===== src/rtl/iob_spi_fl_arbiter_pkg.sv =====
`default_nettype none
// iob_spi_fl_arbiter_pkg: FSM encodings, channel-read command defaults and the latched request record
// shared by the flash request arbiter and its round-robin picker.
package iob_spi_fl_arbiter_pkg;

  localparam logic [1:0] S_IDLE  = 2'd0;
  localparam logic [1:0] S_ISSUE = 2'd1;
  localparam logic [1:0] S_WAIT  = 2'd2;
  localparam logic [1:0] S_RESP  = 2'd3;

  localparam logic [7:0] RD_CMD_DEF   = 8'h03;
  localparam logic [6:0] RD_NBITS_DEF = 7'd32;

  typedef struct packed {
    logic [31:0] address;
    logic [31:0] command;
  } fl_req_t;

  // Command word for native channel reads: all optional fields zero, bit count above the opcode.
  function automatic logic [31:0] chan_command(input logic [7:0] cmd, input logic [6:0] nbits);
    return {17'd0, nbits, cmd};
  endfunction

endpackage
`default_nettype wire


===== src/rtl/iob_spi_fl_rr_arb.sv =====
`default_nettype none
// iob_spi_fl_rr_arb: combinational N-input round-robin picker; the search starts one past ptr_i
// and wraps, so the most recently granted requester is considered last.
module iob_spi_fl_rr_arb
  import iob_spi_fl_arbiter_pkg::*;
#(
  parameter int N     = 3,
  parameter int IDX_W = 2
) (
  input  logic [N-1:0]     req_i,
  input  logic [IDX_W-1:0] ptr_i,
  output logic [IDX_W-1:0] grant_idx_o,
  output logic             grant_vld_o
);

  int               cand;
  logic [IDX_W-1:0] sel;

  always_comb begin
    grant_idx_o = '0;
    grant_vld_o = 1'b0;
    cand        = 0;
    sel         = '0;
    for (int k = 1; k <= N; k++) begin
      cand = int'(ptr_i) + k;
      if (cand >= N) begin
        cand = cand - N;
      end
      sel = IDX_W'(cand);
      if (!grant_vld_o && req_i[sel]) begin
        grant_vld_o = 1'b1;
        grant_idx_o = sel;
      end
    end
  end

endmodule
`default_nettype wire


===== src/rtl/iob_spi_fl_arbiter.sv =====
`default_nettype none
// iob_spi_fl_arbiter: round-robin arbiter of N_CH cache read channels plus one software channel in
// front of spi_master_fl; one transaction outstanding, guarded by a per-transaction watchdog.
module iob_spi_fl_arbiter
  import iob_spi_fl_arbiter_pkg::*;
#(
  parameter int         N_CH     = 2,
  parameter int         ADDR_W   = 24,
  parameter int         DATA_W   = 32,
  parameter logic [7:0] RD_CMD   = RD_CMD_DEF,
  parameter logic [6:0] RD_NBITS = RD_NBITS_DEF,
  parameter int         TMO_W    = 16
) (
  input  logic                     clk,
  input  logic                     rst,
  input  logic [N_CH-1:0]          ch_valid,
  input  logic [N_CH*ADDR_W-1:0]   ch_addr,
  output logic [DATA_W-1:0]        ch_rdata,
  output logic [N_CH-1:0]          ch_ready,
  output logic                     ch_error,
  input  logic                     sw_valid,
  input  logic [31:0]              sw_address,
  input  logic [31:0]              sw_command,
  output logic                     sw_ready,
  output logic                     core_valid,
  output logic [31:0]              core_address,
  output logic [31:0]              core_command,
  input  logic [DATA_W-1:0]        core_dout,
  input  logic                     core_tready,
  output logic                     core_abort,
  output logic                     busy
);

  localparam int          N_REQ      = N_CH + 1;
  localparam int          IDX_W      = $clog2(N_REQ);
  localparam logic [31:0] CH_COMMAND = chan_command(RD_CMD, RD_NBITS);

  logic [1:0]        state_q, state_d;
  logic [IDX_W-1:0]  rr_q, rr_d;
  logic [IDX_W-1:0]  grant_q, grant_d;
  fl_req_t           req_q, req_d;
  logic [TMO_W-1:0]  wd_q, wd_d;
  logic [DATA_W-1:0] rdata_q, rdata_d;
  logic              err_q, err_d;

  logic [IDX_W-1:0]  w_grant_idx;
  logic              w_grant_vld;
  logic [31:0]       w_ch_addr32 [N_CH];
  logic [31:0]       w_sel_addr;
  logic [31:0]       w_sel_cmd;
  logic [TMO_W-1:0]  w_wd_inc;
  logic              w_resp;

  iob_spi_fl_rr_arb #(
    .N     (N_REQ),
    .IDX_W (IDX_W)
  ) u_rr_arb (
    .req_i       ({sw_valid, ch_valid}),
    .ptr_i       (rr_q),
    .grant_idx_o (w_grant_idx),
    .grant_vld_o (w_grant_vld)
  );

  for (genvar i = 0; i < N_CH; i++) begin : g_ch_addr
    assign w_ch_addr32[i] = 32'(ch_addr[i*ADDR_W +: ADDR_W]);
  end

  always_comb begin
    w_sel_addr = sw_address;
    w_sel_cmd  = sw_command;
    for (int i = 0; i < N_CH; i++) begin
      if (w_grant_idx == IDX_W'(i)) begin
        w_sel_addr = w_ch_addr32[i];
        w_sel_cmd  = CH_COMMAND;
      end
    end
  end

  assign w_wd_inc = wd_q + TMO_W'(1);

  // Only one transaction is ever in flight: arbitration happens in IDLE alone.
  always_comb begin
    state_d = state_q;
    rr_d    = rr_q;
    grant_d = grant_q;
    req_d   = req_q;
    wd_d    = wd_q;
    rdata_d = rdata_q;
    err_d   = err_q;
    case (state_q)
      S_IDLE: begin
        if (w_grant_vld) begin
          state_d       = S_ISSUE;
          grant_d       = w_grant_idx;
          req_d.address = w_sel_addr;
          req_d.command = w_sel_cmd;
        end
      end
      S_ISSUE: begin
        wd_d    = '0;
        state_d = S_WAIT;
      end
      S_WAIT: begin
        // A completion arriving together with watchdog saturation is a normal completion.
        if (core_tready) begin
          state_d = S_RESP;
          rdata_d = core_dout;
          err_d   = 1'b0;
        end else if (&w_wd_inc) begin
          state_d = S_RESP;
          rdata_d = '0;
          err_d   = 1'b1;
          wd_d    = w_wd_inc;
        end else begin
          wd_d = w_wd_inc;
        end
      end
      S_RESP: begin
        rr_d    = grant_q;
        state_d = S_IDLE;
      end
      default: begin
        state_d = S_IDLE;
      end
    endcase
  end

  always_ff @(posedge clk) begin
    if (rst) begin
      state_q <= S_IDLE;
      rr_q    <= '0;
      grant_q <= '0;
      req_q   <= '0;
      wd_q    <= '0;
      rdata_q <= '0;
      err_q   <= 1'b0;
    end else begin
      state_q <= state_d;
      rr_q    <= rr_d;
      grant_q <= grant_d;
      req_q   <= req_d;
      wd_q    <= wd_d;
      rdata_q <= rdata_d;
      err_q   <= err_d;
    end
  end

  assign w_resp = (state_q == S_RESP);

  for (genvar i = 0; i < N_CH; i++) begin : g_rdy
    assign ch_ready[i] = w_resp && (grant_q == IDX_W'(i));
  end

  assign sw_ready     = w_resp && (grant_q == IDX_W'(N_CH));
  assign ch_error     = w_resp && err_q;
  assign core_abort   = w_resp && err_q;
  assign ch_rdata     = rdata_q;
  assign core_valid   = (state_q == S_ISSUE);
  assign core_address = req_q.address;
  assign core_command = req_q.command;
  assign busy         = (state_q != S_IDLE);

endmodule
`default_nettype wire


===== config.mk =====
export PLATFORM = sky130hd
export DESIGN_NAME = iob_spi_fl_arbiter
export DESIGN_NICKNAME = d
export VERILOG_FILES = /design/src/rtl/iob_spi_fl_arbiter_pkg.sv /design/src/rtl/iob_spi_fl_rr_arb.sv /design/src/rtl/iob_spi_fl_arbiter.sv
export SDC_FILE = /design/constraint.sdc
export NUM_CORES = 1
export LEC_CHECK = 0
export CORE_MARGIN = 4
export CORE_UTILIZATION = 45
export DETAILED_ROUTE_END_ITERATION = 16
export GPL_ROUTABILITY_DRIVEN = 0
export HOLD_SLACK_MARGIN = 0.08
export PLACE_DENSITY = 0.86
export RECOVER_POWER = 50
export SETUP_SLACK_MARGIN = 0.4
export SLEW_MARGIN = 20
export SYNTH_ARGS = -nofsm -noshare
export SYNTH_HDL_FRONTEND = slang
export SYNTH_SLANG_ARGS = --single-unit

===== constraint.sdc =====
create_clock -name clk -period 3.71 [get_ports clk]
set_input_delay 0.742 -clock clk [delete_from_list [all_inputs] [get_ports clk]]
set_output_delay 0.742 -clock clk [all_outputs]
set_load 0.01 [all_outputs]

# After elaboration in Yosys (flattened, before gate mapping)
# Cells that the tools add are included.
# totals
register_bits	119
in_bits	150
output_inout_bits	103
wordCells	78
# op_classes
addsub	7
n_lt_le_gt_ge	6
eq_ne	9
n_mux	29
n_reduce_logical	19
# ops
operator	n
32-bit 2-to-1 mux	6
16-bit one-hot mux with 2 select lines	1
2-bit 2-to-1 mux	9
16-bit by 1-bit adder with 16-bit output (second input constant)	1
16-bit 2-to-1 mux	1
16-bit AND reduction	1
3-bit by 2-bit greater-or-equal comparator with 1-bit output (second input constant)	3
2-bit by 3-bit less-than comparator with 1-bit output (second input constant)	3
1-bit 2-to-1 mux	8
2-bit one-hot mux with 4 select lines	1
2-bit AND reduction	4
2-bit by 2-bit adder with 3-bit output (second input constant)	2
1-bit binary-select mux with 2-bit select	3
2-bit by 1-bit == test with 1-bit output (second input constant)	3
2-bit == test (second input constant)	3
1-bit logical AND	6
2-bit zero test	3
2-bit nonzero test	3
2-bit by 1-bit subtractor with 2-bit output (second input constant)	3
2-bit by 1-bit adder with 3-bit output (second input constant)	1
3-bit inequality test (second input constant)	1
1-bit zero test	2
2-bit by 1-bit inequality test with 1-bit output (second input constant)	1
2-bit inequality test (second input constant)	1

# Depth between registers and ports, before layout
# depth
ltp_word	15
ltp_mapped	10

# Hierarchy
# From an unflattened synthesis, not the netlist that was laid out.
# unflattened
cells_unflattened	654
area_unflattened_um2	5410.2
# by_module_without_submodules
mod	instances	cells_each	area_per_inst_um2	seq_area_each_um2
iob_spi_fl_arbiter	1	632	5257.5	2382.3
iob_spi_fl_rr_arb	1	22	152.6	0.0

# Worst setup path after synthesis
# Ideal clock, no wire load.
# synth_timing
path_kind	register to register
startpoint	reg rr_q[0]
endpoint	reg req_q, in the netlist core_address[17]
t_arrival_ns	2.171
path_slack_ns	1.407
path_stages_with_launch	10
n_path_buf	2
synth_period_minus_slack_ns	2.303
path_cell_list	dfxtp_1 inv_1 ha_1 and3b_1 o21a_1 o31ai_1 buf_2 buf_1 a211o_1 a21oi_1
# synth_via
elab_chain_cells	15
word_cells_on_any_way	33
# synth_rtl
element	line_no	source
start: declaration	iob_spi_fl_arbiter.sv:39	logic [IDX_W-1:0] rr_q, rr_d;
start signal: assignment	iob_spi_fl_arbiter.sv:139	rr_q <= rr_d;
2-bit by 1-bit adder with 3-bit output	iob_spi_fl_rr_arb.sv:25	cand = int'(ptr_i) + k;
3-bit by 2-bit greater-or-equal comparator with 1-bit output / 2-bit by 1-bit subtractor with 2-bit output (equally long branches)	iob_spi_fl_rr_arb.sv:26, iob_spi_fl_rr_arb.sv:27	
2-bit 2-to-1 mux	iob_spi_fl_rr_arb.sv:26	if (cand >= N) begin
1-bit binary-select mux with 2-bit select	iob_spi_fl_rr_arb.sv:30	if (!grant_vld_o && req_i[sel]) begin
1-bit 2-to-1 mux (not written as such)	iob_spi_fl_rr_arb.sv:30	
1-bit 2-to-1 mux	iob_spi_fl_rr_arb.sv:30	
1-bit zero test	iob_spi_fl_rr_arb.sv:30	
1-bit logical AND	iob_spi_fl_rr_arb.sv:30	
1-bit 2-to-1 mux	iob_spi_fl_rr_arb.sv:30	
1-bit zero test	iob_spi_fl_rr_arb.sv:30	
1-bit logical AND	iob_spi_fl_rr_arb.sv:30	
2-bit 2-to-1 mux	iob_spi_fl_rr_arb.sv:30	
2-bit zero test	iob_spi_fl_arbiter.sv:72	if (w_grant_idx == IDX_W'(i)) begin
32-bit 2-to-1 mux (2 in a row)	iob_spi_fl_arbiter.sv:72	
end signal: assignment	iob_spi_fl_arbiter.sv:141	req_q <= req_d;
end: declaration	iob_spi_fl_arbiter.sv:41	fl_req_t req_q, req_d;
# Parallel ways exist; a longest one is shown, timed or not. The select of a mux whose other input is x is not followed.
# A chain may end at the register's enable or synchronous reset.

# Final worst setup path
# layout_timing
startpoint	reg rr_q[0]
endpoint	reg req_q, in the netlist core_address[11]
# The elaborated chain is that of the path after synthesis.

==> results_dict.tcl <==
set metrics [dict create \
    wl_per_cell_um 16.30 \
    leakage_uw 0.003383 \
    setup_viol_count_final 0 \
    seq_area_frac_synth_pct 43.71 \
    fp.dieArea_um2 13940 \
    rsz0062_at_grt "no" \
    start_util_pct 46.93 \
    startpoint "rr_q[0]" \
    switchingPower_uw 1507 \
    boundaryPins 253 \
    hpwl_mm 12.24 \
    critPathMaxFanout 27 \
    multi_input_area_um2 2799 \
    synth_seq_cells 119 \
    via_per_inst 5.337 \
    grt_pass1_vias 5199 \
    worst_slew_pin_slew_ps 1707 \
    status "finished with violations" \
    overflow 0 \
    clock_sinks 119 \
    cts.clk_slew.worst_paths_ps 50 \
    async_reset_ff_share_pct 0 \
    clkLatencyLatePin_ps 410 \
    nFillCells 888 \
    fin_skew_ps 9.027 \
    synth_top_cell_area_share_pct 43.71 \
    critPathKind "flip-flop to flip-flop" \
    antenna_cells 0 \
    clkPwrFrac_pct 33.2 \
    die_h_um 118.1 \
    cp.required_ps 3920 \
    r2r_start "rr_q[0]" \
    antenna_left 0 \
    postCtsSetupBuffers 0 \
    core_area_um2 11610 \
    fin_crit_ps 2732 \
    r2r_cells 9 \
    design_area_um2 8572 \
    holdBufCountCts 0 \
    seqPwrFrac_pct 33.8 \
    grt_max_degree 84 \
    holdPathStages 2 \
    drc_errors 0 \
    io_buffers 252 \
    p_sw_share_pct 32.82 \
    drive_gt1_share_pct 5.876 \
    worst_r2r_endpoint "core_address[11]" \
    drt-total-wl_mm 17.31 \
    firstDrtPassIters 7 \
    cts_buffer_depth 2 \
    synth_cell_types 50 \
    dpl_cell_area_um2 8024 \
    hold_viol 0 \
    preCtsSetupSlack_ps 654.8 \
    synth_area_leaders "dfxtp_1 (44%), a21oi_1 (10%), nand2_1 (9.6%)" \
    slew_headroom_pct -13.80 \
    root_buffer "clkbuf_16" \
    die_w_um 118.1 \
    fmax_ghz 0.3661 \
    fin_nets 1067 \
    violations "max-capacitance violations, max-slew violations" \
    syn-cell-area_um2 5450 \
    slew_violations 84 \
    synthCells 682 \
    vdd_drop_max_v 0.0004042 \
    syn_area_per_cell_um2 7.992 \
    cts_max_level 4 \
    area.sequential_um2 2382 \
    synth_flop_cell "dfxtp_1" \
    syn-num-nets 842 \
    grt_pass1_wl_mm 27.05 \
    critical_path.endpoint "core_address[11]" \
    setup-tns-final_ps 0 \
    vias 5668 \
    pwr-share-comb_pct 33.0 \
    start_kind "flip-flop" \
    cp.arrival_ps 2940 \
    cts_tree "yes" \
    ys_warn_count 0 \
    p_per_area_nw_per_um2 535.5 \
    fp-row-count 39 \
    yosys.area.top_type "dfxtp_1" \
    fin_crit_sh_pct 73.63 \
    cap_violations 1 \
    fin_ws_ps 978.3 \
    drt_iter0_drc 502 \
    cts_resized 0 \
    final_common_cell "clkdlybuf4s50_1" \
    synth-edff-count 0 \
    final_cell_mix "clkdlybuf4s50_1 (154), nand2_1 (137), dfxtp_1 (119), a21oi_1 (110), dlygate4sd3_1 (97)" \
    area_growth_pct 57.28 \
    antenna_found_initial 0 \
    end_kind "flip-flop" \
    r2r_setup_slack_ps 980 \
    p_int_uw 3084 \
    grtUsageTotal_pct 23.88 \
    cts_made_buffers 17 \
    worstHoldPathType "flip-flop to flip-flop" \
]
## synthesized netlist by cell type, drive strengths merged (2+ instances only)
library cell / n
nand4: 5
and3: 4
ha: 10
buf: 26
nand3: 42
o211a: 3
nand2: 139
and4: 2
nor2b: 5
a21oi: 110
o21a: 3
nor3: 9
a311oi: 7
and3b: 3
nor2: 48
and2: 5
a211oi: 2
nand2b: 2
clkbuf: 32
a41oi: 4
a22oi: 3
a31oi: 2
and4b: 3
nor4: 3
dfxtp: 119
inv: 9
nor3b: 4
mux2i: 27
a211o: 23
a21o: 2
o21ai: 13
## sequential cells by signal (all words and copies together), names as in the netlist
register / cells
ch_rdata: 32
core_address: 32
core_command: 32
err_q: 1
grant_q: 2
rr_q: 2
state_q: 2
wd_q: 16
## worst max-delay path: stages (launching register included)
cell      delay [ps]
dfxtp_1          420
inv_1            110
ha_1             410
a21bo_2          260
a211oi_1         210
o22ai_1          170
nand2_2          420
buf_4            340
a211o_1          130
a21oi_1           50
## through the flow
stage               std cells  hold slack [ps]  utilization (%)  total power (uW)
finish                   1062            447.4            73.81              4591
global route             1062            463.9            73.81              4845
CTS                      1062            452.0            73.87              4691
detailed placement       1031            442.1            69.09              3159
global placement         1031            437.2            69.09              3123
floorplan                 682            450.3                -              2427
## area by class of cell
type,instances,area share (%)
multi-input cells,496,32.65
well taps,143,2.087
flip-flops and latches,119,27.79
clock inverters,12,1.197
clock buffers,19,5.284
inverters,9,0.3941
repair buffers,264,30.59
## worst min-delay path by stage
stage                     slack, ps               end              from
final                           450      ch_rdata[28]      ch_rdata[28]
after global routing            460   core_command[9]   core_command[9]
after CTS                       450   core_command[9]   core_command[9]
after detailed placement        440  core_address[31]  core_address[31]
after global placement          440  core_command[21]  core_command[21]
after floorplan                 450          wd_q[15]          wd_q[15]
## power groups by stage
stage,registers [uW],logic [uW],clock network (uW)
floorplan,1650,777,0
global placement,1580,1540,0
detailed placement,1590,1570,0
CTS,1560,1580,1550
global route,1570,1660,1610
finish,1550,1510,1520
## per-layer routing
layer	up-vias	GRT usage, %	routed length [um]
met5	-	0	0
met4	0	9.011	325
met3	20	8.457	1323
met2	198	41.36	8845
met1	2602	26.95	6814
li1	2848	-	-
## cell families after synthesis
kind of cell	synth area share, %
AO/OA/AOI/OAI	20.89
XOR/XNOR	0.1607
adder cells (fa/ha/maj)	2.296
buffers and inverters	5.280
flip-flops	43.71
multiplexers	4.959
AND/OR/NAND/NOR	22.70
(Power assumes the default switching activity.)
